### config.mk
export PLATFORM = sky130hd
export DESIGN_NAME = dps_enc_27
export DESIGN_NICKNAME = d
export VERILOG_FILES = /design/src/rtl/dps_enc_27_pkg.sv /design/src/rtl/dps_enc_27_weight_rom.sv /design/src/rtl/dps_enc_27.sv
export SDC_FILE = /design/constraint.sdc
export NUM_CORES = 1
export LEC_CHECK = 0
export CAP_MARGIN = 10
export CORE_MARGIN = 5
export CORE_UTILIZATION = 57
export DETAILED_ROUTE_END_ITERATION = 8
export HOLD_SLACK_MARGIN = 0.12
export PLACE_DENSITY = 0.83
export SLEW_MARGIN = 40
export SYNTH_ARGS = -nofsm -noshare
export SYNTH_HDL_FRONTEND = slang
export SYNTH_HIERARCHICAL = 1
export SYNTH_SLANG_ARGS = --single-unit
### constraint.sdc
create_clock -name clk -period 6.17 [get_ports clk]
set_input_delay 0.9255 -clock clk [delete_from_list [all_inputs] [get_ports clk]]
set_output_delay 0.9255 -clock clk [all_outputs]
set_load 0.01 [all_outputs]
### src/rtl/dps_enc_27_pkg.sv
// rtl/dps_enc_27_pkg.sv - FNS weight constants, data width and encoder state type
package dps_enc_27_pkg;

  localparam int unsigned FNS01 = 1,     FNS02 = 1,     FNS03 = 2,     FNS04 = 3;
  localparam int unsigned FNS05 = 5,     FNS06 = 8,     FNS07 = 13,    FNS08 = 21;
  localparam int unsigned FNS09 = 34,    FNS10 = 55,    FNS11 = 89,    FNS12 = 144;
  localparam int unsigned FNS13 = 233,   FNS14 = 377,   FNS15 = 610,   FNS16 = 987;
  localparam int unsigned FNS17 = 1597,  FNS18 = 2584,  FNS19 = 4181,  FNS20 = 6765;
  localparam int unsigned FNS21 = 10946, FNS22 = 17711, FNS23 = 28657, FNS24 = 46368;
  localparam int unsigned FNS25 = 75025, FNS26 = 121393, FNS27 = 196418;

  // Bit 25 carries a doubled weight; shared with the decoder side.
  localparam int unsigned FNSW25 = 2 * FNS26;

  // Sum of all weights is 635621, which fits in 20 bits.
  localparam int DBLEN27 = 20;

  typedef enum logic [1:0] {
    IDLE = 2'd0,
    RUN  = 2'd1,
    DONE = 2'd2
  } enc_state_t;

endpackage

### src/rtl/dps_enc_27_weight_rom.sv
// rtl/dps_enc_27_weight_rom.sv - combinational 27-entry FNS weight table
module fns_weight_rom_27
  import dps_enc_27_pkg::*;
#(
  parameter int DW = DBLEN27
) (
  input  logic [4:0]    idx,
  output logic [DW-1:0] weight
);

  always_comb begin
    weight = '0;
    case (idx)
      5'd0:  weight = DW'(FNS01);
      5'd1:  weight = DW'(FNS02);
      5'd2:  weight = DW'(FNS03);
      5'd3:  weight = DW'(FNS04);
      5'd4:  weight = DW'(FNS05);
      5'd5:  weight = DW'(FNS06);
      5'd6:  weight = DW'(FNS07);
      5'd7:  weight = DW'(FNS08);
      5'd8:  weight = DW'(FNS09);
      5'd9:  weight = DW'(FNS10);
      5'd10: weight = DW'(FNS11);
      5'd11: weight = DW'(FNS12);
      5'd12: weight = DW'(FNS13);
      5'd13: weight = DW'(FNS14);
      5'd14: weight = DW'(FNS15);
      5'd15: weight = DW'(FNS16);
      5'd16: weight = DW'(FNS17);
      5'd17: weight = DW'(FNS18);
      5'd18: weight = DW'(FNS19);
      5'd19: weight = DW'(FNS20);
      5'd20: weight = DW'(FNS21);
      5'd21: weight = DW'(FNS22);
      5'd22: weight = DW'(FNS23);
      5'd23: weight = DW'(FNS24);
      5'd24: weight = DW'(FNS25);
      5'd25: weight = DW'(FNSW25);
      5'd26: weight = DW'(FNS27);
      default: weight = '0;
    endcase
  end

endmodule

### src/rtl/dps_enc_27.sv
// rtl/dps_enc_27.sv - greedy MSB-first FNS encoder, one code bit per cycle
module dps_enc_27
  import dps_enc_27_pkg::*;
#(
  parameter int DW = DBLEN27
) (
  input  logic          clk,
  input  logic          rst,
  input  logic          in_valid,
  output logic          in_ready,
  input  logic [DW-1:0] datain,
  output logic          out_valid,
  input  logic          out_ready,
  output logic [26:0]   codeout,
  output logic          err
);

  enc_state_t    state, state_n;
  logic [4:0]    idx, idx_n;
  logic [DW-1:0] rem, rem_n;
  logic [26:0]   code, code_n;
  logic [26:0]   codeout_n;
  logic          err_n;
  logic [DW-1:0] weight;

  fns_weight_rom_27 #(.DW(DW)) u_rom (
    .idx    (idx),
    .weight (weight)
  );

  always_comb begin
    state_n   = state;
    idx_n     = idx;
    rem_n     = rem;
    code_n    = code;
    codeout_n = codeout;
    err_n     = err;
    case (state)
      IDLE: begin
        if (in_valid && in_ready) begin
          rem_n   = datain;
          idx_n   = 5'd26;
          code_n  = '0;
          state_n = RUN;
        end
      end
      RUN: begin
        if (rem >= weight) begin
          code_n = code | (27'd1 << idx);
          rem_n  = rem - weight;
        end
        // Publish the result on the last bit so outputs are registered on entry to DONE.
        if (idx == 5'd0) begin
          state_n   = DONE;
          codeout_n = code_n;
          err_n     = (rem_n != '0);
        end else begin
          idx_n = idx - 5'd1;
        end
      end
      DONE: begin
        if (out_ready) state_n = IDLE;
      end
      default: state_n = IDLE;
    endcase
  end

  always_ff @(posedge clk) begin
    if (rst) begin
      state     <= IDLE;
      idx       <= '0;
      rem       <= '0;
      code      <= '0;
      codeout   <= '0;
      err       <= 1'b0;
      out_valid <= 1'b0;
      in_ready  <= 1'b1;
    end else begin
      state     <= state_n;
      idx       <= idx_n;
      rem       <= rem_n;
      code      <= code_n;
      codeout   <= codeout_n;
      err       <= err_n;
      out_valid <= (state_n == DONE);
      in_ready  <= (state_n == IDLE);
    end
  end

endmodule

# == Word-level counts from Yosys, hierarchy flattened ==
# Memories as Yosys holds them, arrays and structs flattened. A register that Yosys moved wholly into a read port is not among the register bits.
# Cells that the tools add are included.
# totals
register_bits,84
rom_bits,576
inputBits,24
output_inout_bits,30
word_cells,44
mem_count,1
# op_classes
add_sub_neg,2
n_lt_le_gt_ge,1
eq_ne,5
shifts,1
muxes,16
bitwise,1
n_reduce_logical,9
# mem_list
memory,words,width,rd,rd_clocked_by_memory_dff,write_ports,line,source
(no name shown),32,18,1,1,0,dps_enc_27_weight_rom.sv:13,case (idx)
# ops
operator,count
$mux W20,3
$mux W27,2
$pmux W27 S2,1
$pmux W20 S2,1
$or A27 B27 Y27,1
$shl A1 B5 Y27 const A,1
$ge A20 B20 Y1,1
$mux W5,4
$reduce_bool A20 Y1,1
$sub A20 B20 Y20,1
$pmux W5 S2,1
$mux W2,3
$pmux W2 S3,1
$logic_not A5 Y1,1
$sub A5 B1 Y5 const B,1
$eq A2 B2 Y1 const B,2
$logic_not A2 Y1,2
$ne A2 B2 Y1 const B,2
$reduce_and A2 Y1,2
$reduce_and A3 Y1,1
$eq A2 B1 Y1 const B,1
$reduce_bool A2 Y1,1
$logic_and A1 B1 Y1,1

# == Depth between registers and ports, before layout ==
# logic_depth
depth_word,5
ltp_mapped,18
ltp_nobuf,16

# == Cells and area by module ==
# The synthesis kept the hierarchy.
# modules_own_cells
module,instances,cells_per_inst,area_each_um2,seq_area_each_um2
dps_enc_27,1,598,4800.9,1681.6
fns_weight_rom_27,1,95,680.7,0.0

# == Worst setup path after synthesis ==
# Ideal clock, no wire load.
# synth_timing
kind,register to register
from,reg idx[0]
to,reg err
setup_ps,132
t_arrival_ps,4342
required_ps,6038
slack_ps,1696
stages_incl_launch_ff,17
path_buffers,0
period_less_slack_ps,4474
cell_sequence,dfxtp_1 inv_1 ha_1 or2b_1 nand2_1 mux4_2 ha_1 fa_1 nand2b_2 a211oi_2 o211ai_2 a311o_1 nand2_1 mux2_2 nand4bb_1 nor4_1 nor3_1
# synth_between
elab_chain_len,2
# synth_lines
element,line,source
start: declaration,dps_enc_27.sv:19,"logic [4:0] idx, idx_n;"
start signal: assignment,dps_enc_27.sv:80,idx <= idx_n;
$logic_not A5 Y1,dps_enc_27.sv:53,if (idx == 5'd0) begin
$reduce_and A2 Y1 (no line),n/a,
end signal: assignment,dps_enc_27.sv:84,err <= err_n;
end: declaration,dps_enc_27.sv:15,output logic err
# Every way passes these cells.
# A chain may end at the register's enable or synchronous reset.

# == Worst setup path in the final report ==
# layout_timing
from,reg idx[1]
to,reg err
# Same word-level chain as after synthesis.

==> flow_metrics.tcl <==
set metrics [dict create \
    status "completed" \
    dpl.hpwl_um 11200 \
    wl_met2_um 7080 \
    clkLatencyLatePin_ns 0.35 \
    dieArea_mm2 0.0117 \
    vias 5237 \
    crit_required_ns 6.37 \
    routedWlPerCell_um 17.9 \
    clk_path_buf_depth 2 \
    crit_chain "inv_1 -> ha_1 -> or2b_1 -> nand2_1 -> mux4_2 -> ha_1 -> fa_1 -> nand2b_2 -> a211oi_2 -> o211ai_2 -> a311o_1 -> nand2_1 -> mux2_2 -> nand4bb_1 -> nor4_1 -> nor3_1" \
    clkTransAtPathRegs_ns 0.09 \
    route.met3.wl_um 1110 \
    synth_area_leaders "dfxtp_1, ha_1, nor2_1" \
    power.leakage_uw 0.00245 \
    place_congestion 0.961 \
    syn_to_final_growth_pct 13.2 \
    h-tree-depth 3 \
    holdBufCountCts 0 \
    cts_resized 0 \
    fp.dieW_um 108 \
    crit_type "flop to flop" \
    numPortBuffers 53 \
    final_hold_viol_count 0 \
    hold_start "codeout[8]" \
    setup_viol 0 \
    grt_max_degree 84 \
    num_rows 35 \
    fin_util 0.665 \
    cts.root.buffer_cell "clkbuf_8" \
    crit_slowest_cell "dfxtp_1" \
    synth_seq_area_share 0.307 \
    highest_layer "met4" \
    wl_um 15200 \
    yosysTopAreaCellShare 0.307 \
    synth_cell_type_count 82 \
    fin_crit_sh 0.873 \
    worstReg2RegEnd "err" \
    setup.worst_path.start_class "flop" \
    slew_headroom 0.446 \
    grt_pass1_wl_um 24700 \
    end_kind "flop" \
    core_mm2 0.00933 \
    r2r_cells 16 \
    hold_class "flop to flop" \
    drt-initial-drc-count 425 \
    grt_pass1_vias 5006 \
    drt_pre_antenna_iters 5 \
    rsz0062_at_grt "false" \
    synth.ff_latch_count 84 \
    synth-edff-count 0 \
    fmax_mhz 186 \
    r2r_slack_ns 0.79 \
    synth_top_cell_by_area "dfxtp_1" \
    final.min_clock_period_ns 5.38 \
    synthCells 693 \
    viasPerCell 6.18 \
    grt-ovfl-total 0 \
    antenna_found_initial 0 \
    numClockSinks 84 \
    postCtsSetupBuffers 0 \
    ys.warnings.count 6 \
    drc 0 \
    async_flop_share 0 \
    grt_use_total 0.262 \
    die_y_um 108 \
    syn_area_mm2 0.00548 \
    drt-met1-wl_um 6660 \
    max_cap_violations 0 \
    diodes 0 \
    slew_viol_final 0 \
    holdPathStages 2 \
    worst_ir_drop_vdd_mv 0.194 \
    numCtsBuffers 9 \
    cp.arrival_ns 5.59 \
    critPathMaxFanout 14 \
    nets 779 \
    setup_tns_ns 0 \
    skew_ns 0.0135 \
    worstMarginPinSlew_ns 0.831 \
    powerDensity_mw_per_mm2 502 \
    start_util 0.588 \
    drive_gt1_frac 0.0751 \
    max_stage_delay_ns 0.63 \
    cts_tree "yes" \
    io_pins 54 \
    ys_dominant_reg_cell "dfxtp_1" \
    reg2reg_from "idx[1]" \
    hold_end "codeout[8]" \
    avgSynthCellArea_um2 7.91 \
    ant_nets 0 \
]
layout by cell type, fill, tap and decap left out, types with 7 or more instances in the layout:
cell             netlist  layout
xor2_1                10      10
a32oi_1                7       7
a22oi_1               24      24
dfxtp_1               84      83
clkbuf_8               0      11
a31oi_1                9       9
nand3_1               14      14
nor3_1                39      38
nor2_1               127     126
a211oi_1               8       8
nand2_1               37      37
inv_1                 33      33
nand2b_1               8       8
o21ai_0               20      20
a21oi_1               26      26
a222oi_1              11      11
clkdlybuf4s50_1        0      52
a21o_1                19      19
ha_1                  40      40
o211ai_1               7       7
critical path, delay by kind of cell, from the launching register on:
family,cells,cell delay [ns]
simple gates,7,1.46
buf+inv,1,0.24
fa+ha+maj,3,1.00
flops,1,0.63
compound gates,3,1.00
mux,2,0.87
final cells by class:
| type | count | area [um^2] |
|---|---|---|
| clock buffers | 12 | 155 |
| clock inverters | 4 | 32.5 |
| fillers | 778 | 3120 |
| inverters | 34 | 128 |
| multi-input cells | 526 | 3480 |
| flip-flops and latches | 84 | 1680 |
| well taps | 129 | 161 |
| repair buffers | 59 | 571 |
kinds of logic after synthesis:
kind of cell / Yosys count / share of synthesized area
compound gates: 180 / 0.246
xor+xnor: 13 / 0.0208
fa+ha+maj: 41 / 0.0950
buf+inv: 84 / 0.0623
flops: 84 / 0.307
mux: 4 / 0.0121
other cells: 1 / 0.000684
simple gates: 286 / 0.257
sequential cells by signal (all words and copies together), names as in the netlist:
register   count
rem           20
out_valid      1
codeout       27
idx            5
state          2
in_ready       1
code          27
err            1
where the power goes:
group | total (uW) | switching [uW] | leakage (uW) | internal (uW)
combinational | 2000 | 1210 | 0.00168 | 794
clock | 371 | 200 | 0.0000892 | 171
sequential | 741 | 111 | 0.000684 | 630
synth_stat cells, types with 3 or more instances:
cell	number
nor4b_2	3
a21boi_0	4
o22ai_1	4
ha_1	40
or2b_1	3
nor2b_1	6
xor2_1	10
a32oi_1	7
and3_1	5
a222oi_1	11
a22o_1	3
xnor2_1	3
nor4_1	6
inv_1	33
a31oi_1	9
a21o_1	19
nor3_1	39
a22oi_1	24
nor2_1	127
o21ai_1	3
and2_1	4
a211oi_1	8
a21oi_1	26
nand2_1	37
dfxtp_1	84
buf_2	9
a221oi_1	5
clkbuf_1	37
nand2b_1	8
or3_1	4
nand3_1	14
nand4_1	6
o21a_1	5
o211ai_1	7
o21ai_0	20
or2_2	4
metal layers:
layer	vias to the layer above	global-route usage
met5	-	0
met4	0	0.0812
met3	28	0.0579
met2	212	0.423
met1	2452	0.349
li1	2545	-
how the worst max path moves through the flow:
stage,cells past startpoint,startpoint,end
after global routing,16,idx[1],err
after floorplan,16,idx[0],err
after detailed placement,16,idx[0],err
after CTS,16,idx[0],err
after global placement,16,idx[0],err
final,16,idx[1],err
per-stage QoR:
step | hold WS [ns] | cell area, um^2 | worst slack (ns) | std cells | total power [uW]
after floorplan | 0.454 | 5490 | 1.70 | 694 | 2210
after global placement | 0.471 | 6010 | 1.10 | 832 | 2670
after detailed placement | 0.479 | 6020 | 0.911 | 832 | 2710
after CTS | 0.495 | 6200 | 0.878 | 848 | 3080
after global routing | 0.517 | 6210 | 0.532 | 848 | 3340
final | 0.492 | 6210 | 0.787 | 848 | 3110
Note: power is estimated with default switching activity, not from simulation.
